## config.mk

```make
export PLATFORM = sky130hd
export DESIGN_NAME = uart_byte_tx_flat
export DESIGN_NICKNAME = d
export VERILOG_FILES = /design/src/rtl/uart_byte_tx_if.sv /design/src/rtl/uart_byte_tx.sv /design/src/flat_wrapper.sv
export SDC_FILE = /design/constraint.sdc
export NUM_CORES = 1
export LEC_CHECK = 0
export ABC_CLOCK_PERIOD_IN_PS = 2500
export BUFFER_PORTS_ARGS = -buffer_cell sky130_fd_sc_hd__buf_2
export CELL_PAD_IN_SITES_DETAIL_PLACEMENT = 1
export CELL_PAD_IN_SITES_GLOBAL_PLACEMENT = 1
export CORE_MARGIN = 3
export CORE_UTILIZATION = 46
export DETAILED_ROUTE_END_ITERATION = 12
export PLACE_DENSITY_LB_ADDON = 0.1
export REMOVE_ABC_BUFFERS = 1
export SLEW_MARGIN = 15
export SYNTH_ARGS = -nofsm -noshare
export SYNTH_HDL_FRONTEND = slang
export SYNTH_SLANG_ARGS = --single-unit
export TNS_END_PERCENT = 5
```

## constraint.sdc

```tcl
create_clock -name clk -period 2.5 [get_ports clk]
set_input_delay 0.25 -clock clk [delete_from_list [all_inputs] [get_ports clk]]
set_output_delay 0.25 -clock clk [all_outputs]
set_load 0.01 [all_outputs]
```

## src/rtl/uart_byte_tx_if.sv

```systemverilog
// Byte-producer side of the UART transmitter.
// Groups the accept handshake and the flow-control hold into one bundle.
//
// Handshake: the producer may present a byte on data with new_data=1 in any
// cycle where busy=0; the byte is taken on that rising clock edge, and busy
// reads 1 from the next cycle until the frame has finished. A request made
// while busy=1 is dropped, not queued. block=1 holds off new frames: busy
// goes high one cycle later and stays high while block is held.
interface uart_byte_tx_if;
    logic [7:0] data;
    logic       new_data;
    logic       block;
    logic       busy;

    // Producer / flow-control side.
    modport master (
        output data,
        output new_data,
        output block,
        input  busy
    );

    // Transmitter side.
    modport slave (
        input  data,
        input  new_data,
        input  block,
        output busy
    );
endinterface

```

## src/rtl/uart_byte_tx.sv

```systemverilog
// 8N1 UART transmitter: one start bit (low), eight data bits LSB first,
// one stop bit (high). Every output comes straight from a flop, so there is
// no combinational path from data/new_data/block to tx or busy.
module uart_byte_tx #(
    parameter int CLK_FREQ = 100000000,
    parameter int BAUD     = 115200
) (
    input  logic                 clk,
    input  logic                 rst,
    uart_byte_tx_if.slave        bus,
    output logic                 tx,
    output logic [1:0]           state_dbg
);

    // Clock cycles per serial bit, rounded to the nearest integer.
    localparam int CLK_PER_BIT = (CLK_FREQ + BAUD / 2) / BAUD;
    localparam int CW          = (CLK_PER_BIT > 1) ? $clog2(CLK_PER_BIT) : 1;
    localparam logic [CW-1:0] CNT_LAST = CW'(CLK_PER_BIT - 1);

    typedef enum logic [1:0] {
        IDLE  = 2'd0,
        START = 2'd1,
        DATA  = 2'd2,
        STOP  = 2'd3
    } state_t;

    state_t        state;
    logic [CW-1:0] cyc_cnt;   // cycles spent in the current bit
    logic [2:0]    bit_idx;   // data bit being sent
    logic [7:0]    shift_q;   // bit 0 is always the data bit on the line
    logic          block_q;   // flow-control hold, registered once

    // A request is taken only in IDLE when nothing holds it off. In IDLE
    // busy tracks block_q (apart from the first IDLE cycle after a frame,
    // where busy is still high), so busy=0 always means "a request now will
    // be accepted".
    logic accept;
    assign accept = (state == IDLE) && bus.new_data && !block_q && !bus.busy;

    // Frame sequencer: state, line level, busy flag and bit timing.
    always_ff @(posedge clk or posedge rst) begin
        if (rst) begin
            state    <= IDLE;
            tx       <= 1'b1;
            bus.busy <= 1'b0;
            cyc_cnt  <= '0;
            bit_idx  <= '0;
            shift_q  <= '0;
            block_q  <= 1'b0;
        end else begin
            block_q <= bus.block;
            case (state)
                IDLE: begin
                    if (accept) begin
                        shift_q  <= bus.data;
                        cyc_cnt  <= '0;
                        bit_idx  <= '0;
                        tx       <= 1'b0;
                        bus.busy <= 1'b1;
                        state    <= START;
                    end else begin
                        tx       <= 1'b1;
                        // Follows the same input block_q samples, so busy and
                        // block_q agree from the next cycle on.
                        bus.busy <= bus.block;
                    end
                end

                START: begin
                    if (cyc_cnt == CNT_LAST) begin
                        cyc_cnt <= '0;
                        bit_idx <= '0;
                        tx      <= shift_q[0];
                        state   <= DATA;
                    end else begin
                        cyc_cnt <= cyc_cnt + CW'(1);
                    end
                end

                DATA: begin
                    if (cyc_cnt == CNT_LAST) begin
                        cyc_cnt <= '0;
                        if (bit_idx == 3'd7) begin
                            tx    <= 1'b1;
                            state <= STOP;
                        end else begin
                            bit_idx <= bit_idx + 3'd1;
                            tx      <= shift_q[1];
                            shift_q <= {1'b0, shift_q[7:1]};
                        end
                    end else begin
                        cyc_cnt <= cyc_cnt + CW'(1);
                    end
                end

                STOP: begin
                    // busy stays high through this state and the first IDLE
                    // cycle, which guarantees an idle-high gap between frames.
                    if (cyc_cnt == CNT_LAST) begin
                        cyc_cnt <= '0;
                        state   <= IDLE;
                    end else begin
                        cyc_cnt <= cyc_cnt + CW'(1);
                    end
                end

                default: begin
                    tx       <= 1'b1;
                    bus.busy <= 1'b0;
                    cyc_cnt  <= '0;
                    state    <= IDLE;
                end
            endcase
        end
    end

    assign state_dbg = state;

endmodule

```

## src/flat_wrapper.sv

```systemverilog
// flat-port wrapper written by rule: the top's interface ports become plain ports
module uart_byte_tx_flat 
#(
    parameter int CLK_FREQ = 100000000,
    parameter int BAUD     = 115200
)
  (clk, rst, tx, state_dbg, bus_data, bus_new_data, bus_block, bus_busy);
  uart_byte_tx_if bus_i ();
  input  logic clk;
  input  logic rst;
  output logic tx;
  output logic [1:0] state_dbg;
  input wire logic [$bits(bus_i.data)-1:0] bus_data;
  input wire logic [$bits(bus_i.new_data)-1:0] bus_new_data;
  input wire logic [$bits(bus_i.block)-1:0] bus_block;
  output wire logic [$bits(bus_i.busy)-1:0] bus_busy;
  assign bus_i.data = bus_data;
  assign bus_i.new_data = bus_new_data;
  assign bus_i.block = bus_block;
  assign bus_busy = bus_i.busy;
  uart_byte_tx #(.CLK_FREQ(CLK_FREQ), .BAUD(BAUD)) u_core (.clk(clk), .rst(rst), .bus(bus_i), .tx(tx), .state_dbg(state_dbg));
endmodule
```

### Word level (Yosys, flattened, before mapping)

Index checks and enable logic that the tools add are counted.

* add/sub/neg operators: 2
* equal/unequal tests: 11
* muxes and demuxes: 24
* reductions and logical operators: 13

Operator list (count)
* 2-to-1 mux 8 bit: 3
* 2-to-1 mux 10 bit: 2
* one-hot mux 10 bit (2 select lines): 1
* one-hot mux 8 bit (2 select lines): 1
* 2-to-1 mux 3 bit: 4
* adder 10 x 1 -> 10 bit, second input constant: 1
* equality test 10 bit, second input constant: 1
* 2-to-1 mux 2 bit: 5
* inequality test 2 x 1 -> 1 bit, second input constant: 5
* AND reduction 5 bit: 2
* one-hot mux 3 bit (3 select lines): 1
* one-hot mux 2 bit (4 select lines): 1
* 2-to-1 mux 1 bit: 5
* equality test 2 bit, second input constant: 2
* AND reduction 4 bit: 1
* adder 3 x 1 -> 3 bit, second input constant: 1
* equality test 3 bit, second input constant: 1
* logical AND 1 bit: 3
* one-hot mux 1 bit (3 select lines): 1
* AND reduction 3 bit: 1
* nonzero test 3 bit: 1
* OR reduction 3 bit: 1
* equality test 2 x 1 -> 1 bit, second input constant: 1
* logical NOT 1 bit: 2
* 3 further kinds: 3

* register bits after elaboration: 26
* input bits: 12
* output and inout port bits: 4
* logic and storage cells: 57

### Logic depth before layout (Yosys ltp)

Gate-level depths: netlist of the first run.

* depth after elaboration: 6
* gate-level depth with buffers: 8
* mapped depth without buffers: 6

### Least setup slack after synthesis of the first run

OpenSTA, ideal clock, no wires.

* path kind: register to register
* start point: register u_core.state[0], in the netlist u_core.state_dbg[0]
* end point: register u_core.state[1], in the netlist u_core.state_dbg[1]
* setup time: 0.125 ns
* arrival: 1.859 ns
* data required time: 2.375 ns
* slack: 0.516 ns
* cell stages (with the launch flop): 9
* path buffers: 2
* period minus slack after synthesis: 1.984 ns
* cells stage by stage: dfrtp_1 inv_1 ha_1 buf_4 inv_2 nor2_1 clkbuf_8 nor3b_1 mux2_2

* cells in the longest elaborated chain, start to end: 6
* elaborated cells on any way between the ends: 14
* classes of those cells: eq/ne (8); mux (1); reduce/logical (5)

RTL lines
* from (decl): RTL line uart_byte_tx.sv:27 `state_t state;`
* from (signal assigned): RTL line uart_byte_tx.sv:43 `state <= IDLE;`
* from (signal assigned): RTL line uart_byte_tx.sv:60 `state <= START;`
* from (signal assigned): RTL line uart_byte_tx.sv:74 `state <= DATA;`
* logical NOT 2 bit: RTL line uart_byte_tx.sv:38, uart_byte_tx.sv:52
* logical AND 1 bit (3 in a row): RTL line uart_byte_tx.sv:38 `assign accept = (state == IDLE) && bus.new_data && !block_q && !bus.busy;`
* inequality test 2 x 1 -> 1 bit (no source line)
* AND reduction 5 bit (no source line)

Parallel ways exist; a longest one is shown, timed or not.
A chain may end at the register's enable or synchronous reset.

### Final worst setup path of the first run

* start point: register u_core.bit_idx[0]
* end point: register u_core.shift_q[1]

* cells in the longest elaborated chain, start to end: 3

RTL lines
* from (decl): RTL line uart_byte_tx.sv:29 `logic [2:0] bit_idx;`
* from (signal assigned): RTL line uart_byte_tx.sv:87 `bit_idx <= bit_idx + 3'd1;`
* equality test 3 bit: RTL line uart_byte_tx.sv:83 `if (bit_idx == 3'd7) begin`
* inequality test 2 bit (no source line)
* AND reduction 4 bit (no source line)
* to (signal assigned): RTL line uart_byte_tx.sv:55 `shift_q <= bus.data;`
* to (signal assigned): RTL line uart_byte_tx.sv:89 `shift_q <= {1'b0, shift_q[7:1]};`
* to (decl): RTL line uart_byte_tx.sv:30 `logic [7:0] shift_q;`

No other way between the ends.

==> results of run 1 <==
-- cell usage in the layout, fill, tap and decap left out, types with 2 or more instances in the layout --
cell           Yosys  layout
and4bb_2           2       2
a31oi_1            2       2
clkbuf_4           1       3
o21ai_0            4       4
mux2_2            18      18
inv_1              4       4
nand3_1           11      11
nand2_1            7       7
buf_2              0      15
a21oi_1            7       7
nor2_1             4       4
dlygate4sd3_1      0       2
ha_1               8       8
buf_4              3       4
dfrtp_1           25      25
or3_1              2       2
nor3b_1            3       3
a22o_2             2       2
nand4_1            3       3
-- what timing repair did --
action	in CTS	in global routing
hold buffers	1	1
setup endpoints to repair	0	0
setup buffers	0	0
hold endpoints to repair	25	1
-- per-stage QoR --
stage / power, W / std cells / utilization / hold WS (ns) / area [um^2]
after floorplan: 0.00147 / 131 / - / 0.281 / 1490
after global placement: 0.00171 / 194 / 0.528 / 0.319 / 1650
after detailed placement: 0.00178 / 194 / 0.528 / 0.363 / 1650
after CTS: 0.00209 / 199 / 0.548 / 0.00406 / 1710
after global routing: 0.00223 / 200 / 0.551 / 0.241 / 1720
final: 0.00206 / 200 / 0.551 / 0.259 / 1720
-- power breakdown --
| part | total [W] | switching, W | internal (W) |
|---|---|---|---|
| combinational | 0.000991 | 0.000494 | 0.000497 |
| sequential | 0.000775 | 0.000174 | 0.000601 |
| clock | 0.000293 | 0.000130 | 0.000162 |
| total | 0.00206 | 0.000798 | 0.00126 |
-- path summary, 6_finish.rpt --
kind | slack [ns] | from | end | depth (start not counted)
max in group asynchronous | 1.66 | rst | u_core.tx$_DFFE_PP1P_ | 4
worst min-delay path | 0.26 | bus_data[5] | u_core.shift_q[5]$_DFFE_PP0P_ | 3
min in group asynchronous | 0.53 | rst | u_core.cyc_cnt[1]$_DFFE_PP0N_ | 4
worst max-delay path | 0.35 | u_core.bit_idx[0]$_DFFE_PP0P_ | u_core.shift_q[1]$_DFFE_PP0P_ | 6
worst min register to register | 0.50 | u_core.cyc_cnt[5]$_DFFE_PP0N_ | u_core.cyc_cnt[5]$_DFFE_PP0N_ | 1
worst max register to register | 0.35 | u_core.bit_idx[0]$_DFFE_PP0P_ | u_core.shift_q[1]$_DFFE_PP0P_ | 6
-- cell families (layout without fill, tap and decap cells) --
| family | after synthesis | in the layout |
|---|---|---|
| AND/OR/NAND/NOR | 48 | 48 |
| flip-flops | 26 | 26 |
| AO/OA/AOI/OAI | 24 | 24 |
| multiplexers | 19 | 19 |
| buffers and inverters | 11 | 30 |
| adder cells (fa/ha/maj) | 8 | 8 |
| XOR/XNOR | 1 | 1 |
-- sequential cells by signal, indices dropped and copies added, names as in the netlist --
| signal | count |
|---|---|
| u_core.bit_idx | 3 |
| u_core.block_q | 1 |
| u_core.bus.busy | 1 |
| u_core.cyc_cnt | 10 |
| u_core.shift_q | 8 |
| u_core.state_dbg | 2 |
| u_core.tx | 1 |
-- critical path: stages (launching register included) --
cell and delay (ns):
dfrtp_1 0.42, ha_1 0.21, ha_1 0.23, and4bb_2 0.31
nand4b_1 0.20, a21oi_4 0.32, mux2_2 0.38
-- layout make-up --
class	count	area [um^2]
Clock buffer	3	22.5
Clock inverter	1	30.0
Fill cell	350	1400
Inverter	5	18.8
Multi-Input combinational cell	100	821
Sequential cell	26	652
Tap cell	44	55.1
Timing Repair Buffer	21	125
-- per-layer routing --
metal	share of wire	vias to the layer above
met5	0	-
met4	0.0086	0
met3	0.033	4
met2	0.53	13
met1	0.42	598
li1	-	542
==> results.ini, run 1 <==
[floorplanning]
rows = 20
core_area_um2 = 3130
dieHeight_um = 64.0
io_pins = 16
dieArea_um2 = 4100
initial_core_util = 0.495
die_w_um = 64.0

[place]
pre_cts_ws_ns = 0.388
hpwlAfterDp_um = 2480
gp_congestion = 0.733
io_buffers = 15

[sta]
maxSlewViolCount = 0
fin_crit_sh = 0.860
tns_ns = 0
fin_crit_ns = 2.15
max_slew.worst_pin.slew_ns = 0.438
setup_ws_ns = 0.349
fmax_ghz = 0.465
grt_setup_unrepaired = false
hold_viol = 0
relSlewSlack = 0.708
skew_ns = 0.00950
setup_viol = 0

[power_and_ir_drop]
ir_drop_mv = 0.762
leakage_nw = 0.747
p_per_area_nw_per_um2 = 1190

[yosys]
synth_edf_count = 0
syn_inst = 137
synthXorXnorAreaFrac = 0.00565
yosys_most_used_dff = dfrtp_1
synth.avg_cell_area_um2 = 11.3
synth-compound-area-share = 0.120
synthTopCellsByArea = dfrtp_1 (40%), mux2_2 (13%), ha_1 (6.5%)
synth_seq_area_share = 0.421
synth_top_family_by_area = simple AND/OR/NAND/NOR gates
synth_area_um2 = 1550
yosysMostFrequentCell = dfrtp_1
synth_top_cells_by_count = dfrtp_1 (25), mux2_2 (18), nand3_1 (11), ha_1 (8)
ys_seq_elements = 26
synthDistinctLibCells = 47
synth_top_area_cell = dfrtp_1
synthMuxAreaShare = 0.137
yosys.area_share.adder = 0.0646
synthArstFlopShare = 1.00
yosysWarningCount = 0
yosys.area_share.simple = 0.203
synth_top_area_frac = 0.404

[setup_path]
cp_data_arrival_time_ns = 2.38
crit_path_start_kind = flip-flop
worstSetupPathType = reg2reg
cp-end-kind = flip-flop
worst-path-max-fanout = 7
required_ns = 2.73

[detailed_routing]
wire_per_inst_um = 16.8
vias = 1157
drt-total-wl_um = 3370
drtIter0Drc = 39
drtAntennaViolNets = 0
drtPass1Iterations = 4
drcViolationCount = 0
vias_per_cell = 5.79

[global_route]
grt_util_met1 = 0.208
met3_usage = 0.0404
antenna_found_initial = 0
gr-usage-met2 = 0.352
grt_pass1_vias = 1329
grt_overflow = 0
top_usage_layer = met2
grt_first_pass_wirelength_um = 6020
grt.total_usage = 0.186
grt_start_max_net_pins = 27

[clock_tree]
cts_tree = yes
root_buffer = clkbuf_4
htreeDepth = 1
clk_latency_ns = 0.33
post_cts_resized = 0
numCtsBuffers = 3
clk_path_buf_depth = 2
cts_sinks = 26
cts.clk_slew.worst_paths_ns = 0.15

[worst_hold_path]
hold_path.class = in2reg

[layout]
final_nets = 177
area_growth_pct = 11.3
diodes = 0
drive_gt1_frac = 0.353

[run_status]
status = finished clean

[flow_run]
max_cap_violations = 0

Power figures use the tool's default switching activity.
==> inputs of run 2 (changes only) <==
- ABC_AREA: default -> 1
- CORE_UTILIZATION: 46 -> 44
==> run 2 against run 1 <==
Against the previous run: maximum frequency up 11%; sequential share of layout area down 0.35 points; global-route usage down 0.87 points; non-clock buffer count down 2; cell area up 0.94%; synthesized cell count up 28%; final cell count up 20%; utilization down 0.78 points; critical path type unchanged.
==> results.ini, run 2 <==
[run_status]
status = finished clean

[yosys]
synth_top_cells_by_count = nand2_1 (42), dfrtp_1 (25), inv_1 (23), ha_1 (8), o21ai_2 (8)
yosysWarningCount = 0  ; unchanged
synth_edf_count = 0  ; unchanged
synthTopCellsByArea = dfrtp_1 (40%), nand2_1 (10%), ha_1 (6.5%)
synth_area_um2 = 1550  ; unchanged
synth_top_area_cell = dfrtp_1
syn_inst = 175  ; +28%
synth_top_area_frac = 0.404  ; unchanged
yosysMostFrequentCell = nand2_1
yosys_most_used_dff = dfrtp_1
ys_seq_elements = 26  ; unchanged
synthArstFlopShare = 1.00  ; unchanged
synth_seq_area_share = 0.421  ; unchanged
synth.avg_cell_area_um2 = 8.85  ; -22%
synthDistinctLibCells = 32  ; -32%

[setup_path]
required_ns = 2.74  ; about the same
crit_path_start_kind = flip-flop
r2r_slack_ns = 0.57  ; +0.22 ns
worst-path-max-fanout = 16  ; +9
r2r_cells = 8  ; +2
r2r-end = u_core.shift_q[4]$_DFFE_PP0P_
cp_data_arrival_time_ns = 2.17  ; -0.21 ns
worstSetupPathType = reg2reg
r2r-start = u_core.state_dbg[0]$_DFFE_PP0P_
cp-end-kind = flip-flop

[floorplanning]
dieHeight_um = 65.3  ; +2.0%
initial_core_util = 0.484  ; -0.0116
rows = 20  ; unchanged
dieArea_um2 = 4270  ; +4.1%
core_area_um2 = 3200  ; +2.4%
die_w_um = 65.3  ; +2.0%
io_pins = 16  ; unchanged

[sta]
hold_viol = 0  ; unchanged
setup_viol = 0  ; unchanged
max_slew.worst_pin.slew_ns = 0.333  ; -0.104 ns
grt_setup_unrepaired = false
fmax_ghz = 0.517  ; +11%
setup_ws_ns = 0.567  ; +0.218 ns
relSlewSlack = 0.778  ; +0.0696
skew_ns = 0.00643  ; -0.00308 ns
tns_ns = 0  ; unchanged
maxSlewViolCount = 0  ; unchanged
fin_crit_sh = 0.773  ; -0.0871
fin_crit_ns = 1.93  ; -0.218 ns

[power_and_ir_drop]
p_comb_frac = 0.517  ; +0.036
clockPowerShare = 0.140  ; -0.002
leakage_nw = 0.880  ; +18%
p_int_w = 0.00119  ; -5.7%
switching_share = 0.448  ; +0.0598
p_per_area_nw_per_um2 = 1240  ; +3.6%
ir_drop_mv = 0.425  ; -44%
pwr-share-seq = 0.343  ; -0.033
p_sw_w = 0.000964  ; +21%

[worst_hold_path]
hold_end = u_core.block_q$_DFF_PP0_
hold_path_startpoint = bus_block
hold_depth = 1  ; -2
hold_path.class = in2reg

[global_route]
antenna_found_initial = 0  ; unchanged
grt_first_pass_wirelength_um = 5980  ; -0.57%
grt_pass1_vias = 1276  ; -4.0%
grt.total_usage = 0.177  ; -0.00870
grt_start_max_net_pins = 27  ; unchanged
grt_overflow = 0  ; unchanged

[detailed_routing]
drtIter0Drc = 36  ; -7.7%
wire_per_inst_um = 13.7  ; -18%
drtPass1Iterations = 4  ; unchanged
drt-total-wl_um = 3290  ; -2.5%
vias_per_cell = 5.08  ; -12%
vias = 1214  ; +4.9%
drcViolationCount = 0  ; unchanged
drtAntennaViolNets = 0  ; unchanged

[layout]
utilization = 0.543  ; -0.00784
layout.cells.non_filler = 239  ; +20%
final_common_cell = nand2_1
final_cell_area_um2 = 1740  ; +0.94%
multi_input_area_um2 = 779  ; -5.0%
reg_top3 = u_core.cyc_cnt (10), u_core.shift_q (8), u_core.bit_idx (3)
fillers = 398  ; +14%
diodes = 0  ; unchanged
area_growth_pct = 12.4
final-seq-area_um2 = 652  ; unchanged
largest_reg_flops = 10  ; unchanged
mostFrequentLayoutCells = nand2_1 (42), dfrtp_1 (25), inv_1 (23)
final_nets = 216  ; +22%
regMostFlops = u_core.cyc_cnt
drive_gt1_frac = 0.251  ; -0.101

[place]
placed_area_um2 = 1680  ; +1.6%
placedCellCount = 234  ; +21%
gp_congestion = 0.889  ; +21%
io_buffers = 15  ; unchanged
pre_cts_ws_ns = 0.566  ; +0.179 ns
hpwlAfterDp_um = 2590  ; +4.5%

[clock_tree]
post_cts_resized = 0  ; unchanged
htreeDepth = 1  ; unchanged
clk_path_buf_depth = 2  ; unchanged
cts.clk_slew.worst_paths_ns = 0.16  ; about the same
root_buffer = clkbuf_4
cts_sinks = 26  ; unchanged
numCtsBuffers = 3  ; unchanged
cts_tree = yes
clk_latency_ns = 0.33  ; about the same

[flow_run]
max_cap_violations = 0  ; unchanged

[run 2: cell types whose count changed after synthesis, sizes merged, moves of 3 or more]
cell / previous run / this run
nor2: 4 / 10
inv: 5 / 25
a31oi: 3 / 0
mux2i: 1 / 6
o22ai: 0 / 5
clkbuf: 3 / 0
a21oi: 8 / 2
nor3b: 4 / 0
mux2: 18 / 0
or2: 0 / 3
o21ai: 4 / 15
nand2: 7 / 48
[run 2: worst max path at each step]
| stage | from | endpoint | slack (ns) | depth (start not counted) |
|---|---|---|---|---|
| floorplan | u_core.state_dbg[0]$_DFFE_PP0P_ | u_core.shift_q[2]$_DFFE_PP0P_ | 0.61 | 7 |
| global placement | u_core.state_dbg[0]$_DFFE_PP0P_ | u_core.shift_q[5]$_DFFE_PP0P_ | 0.68 | 8 |
| detailed placement | u_core.state_dbg[0]$_DFFE_PP0P_ | u_core.shift_q[2]$_DFFE_PP0P_ | 0.57 | 8 |
| CTS | u_core.state_dbg[0]$_DFFE_PP0P_ | u_core.shift_q[2]$_DFFE_PP0P_ | 0.53 | 8 |
| global route | u_core.state_dbg[0]$_DFFE_PP0P_ | u_core.shift_q[2]$_DFFE_PP0P_ | 0.36 | 8 |
| finish | u_core.state_dbg[0]$_DFFE_PP0P_ | u_core.shift_q[4]$_DFFE_PP0P_ | 0.57 | 8 |
[run 2: cells by family after synthesis]
| logic type | synth area share |
|---|---|
| mux | 0.0388 |
| buf+inv | 0.0759 |
| flops | 0.421 |
| xor+xnor | 0.0226 |
| compound gates | 0.120 |
| fa+ha+maj | 0.0646 |
| simple gates | 0.258 |
[run 2: stage by stage]
stage | hold slack, ns | power (W)
final | 0.0225 | 0.00215
after global routing | 0.00969 | 0.00237
after CTS | 0.0191 | 0.00219
after detailed placement | 0.329 | 0.00188
after global placement | 0.323 | 0.00180
after floorplan | 0.281 | 0.00157
[run 2: cell type report]
class                           instances  area share
Clock inverter                          1      0.0173
Clock buffer                            3      0.0129
Tap cell                               44      0.0316
Timing Repair Buffer                   19      0.0618
Sequential cell                        26       0.375
Multi-Input combinational cell        121       0.448
Inverter                               25      0.0539
[run 2: power by group through the flow]
stage	clock network (W)	registers, W	logic, W
final	0.000301	0.000739	0.00111
after global routing	0.000328	0.000767	0.00127
after CTS	0.000308	0.000742	0.00114
after detailed placement	0	0.000750	0.00113
after global placement	0	0.000735	0.00107
after floorplan	0	0.000727	0.000844
[run 2: worst max-delay path, stage by stage, from the launching register on]
cell,delay [ns]
dfrtp_1,0.46
inv_1,0.12
ha_1,0.27
buf_4,0.24
inv_1,0.11
nand2_1,0.12
nand4_4,0.28
nand2_1,0.17
o21ai_2,0.06
[run 2: repair_timing]
item,in CTS,in global routing
hold endpoints to repair,25,0
setup endpoints to repair,0,0
hold buffers,1,0
setup buffers,0,0
[run 2: routing by layer]
metal | wire (um) | track usage
met4 | 19 | 0.0311
met2 | 1540 | 0.293
met1 | 1590 | 0.253
met5 | 0 | 0
met3 | 136 | 0.0205
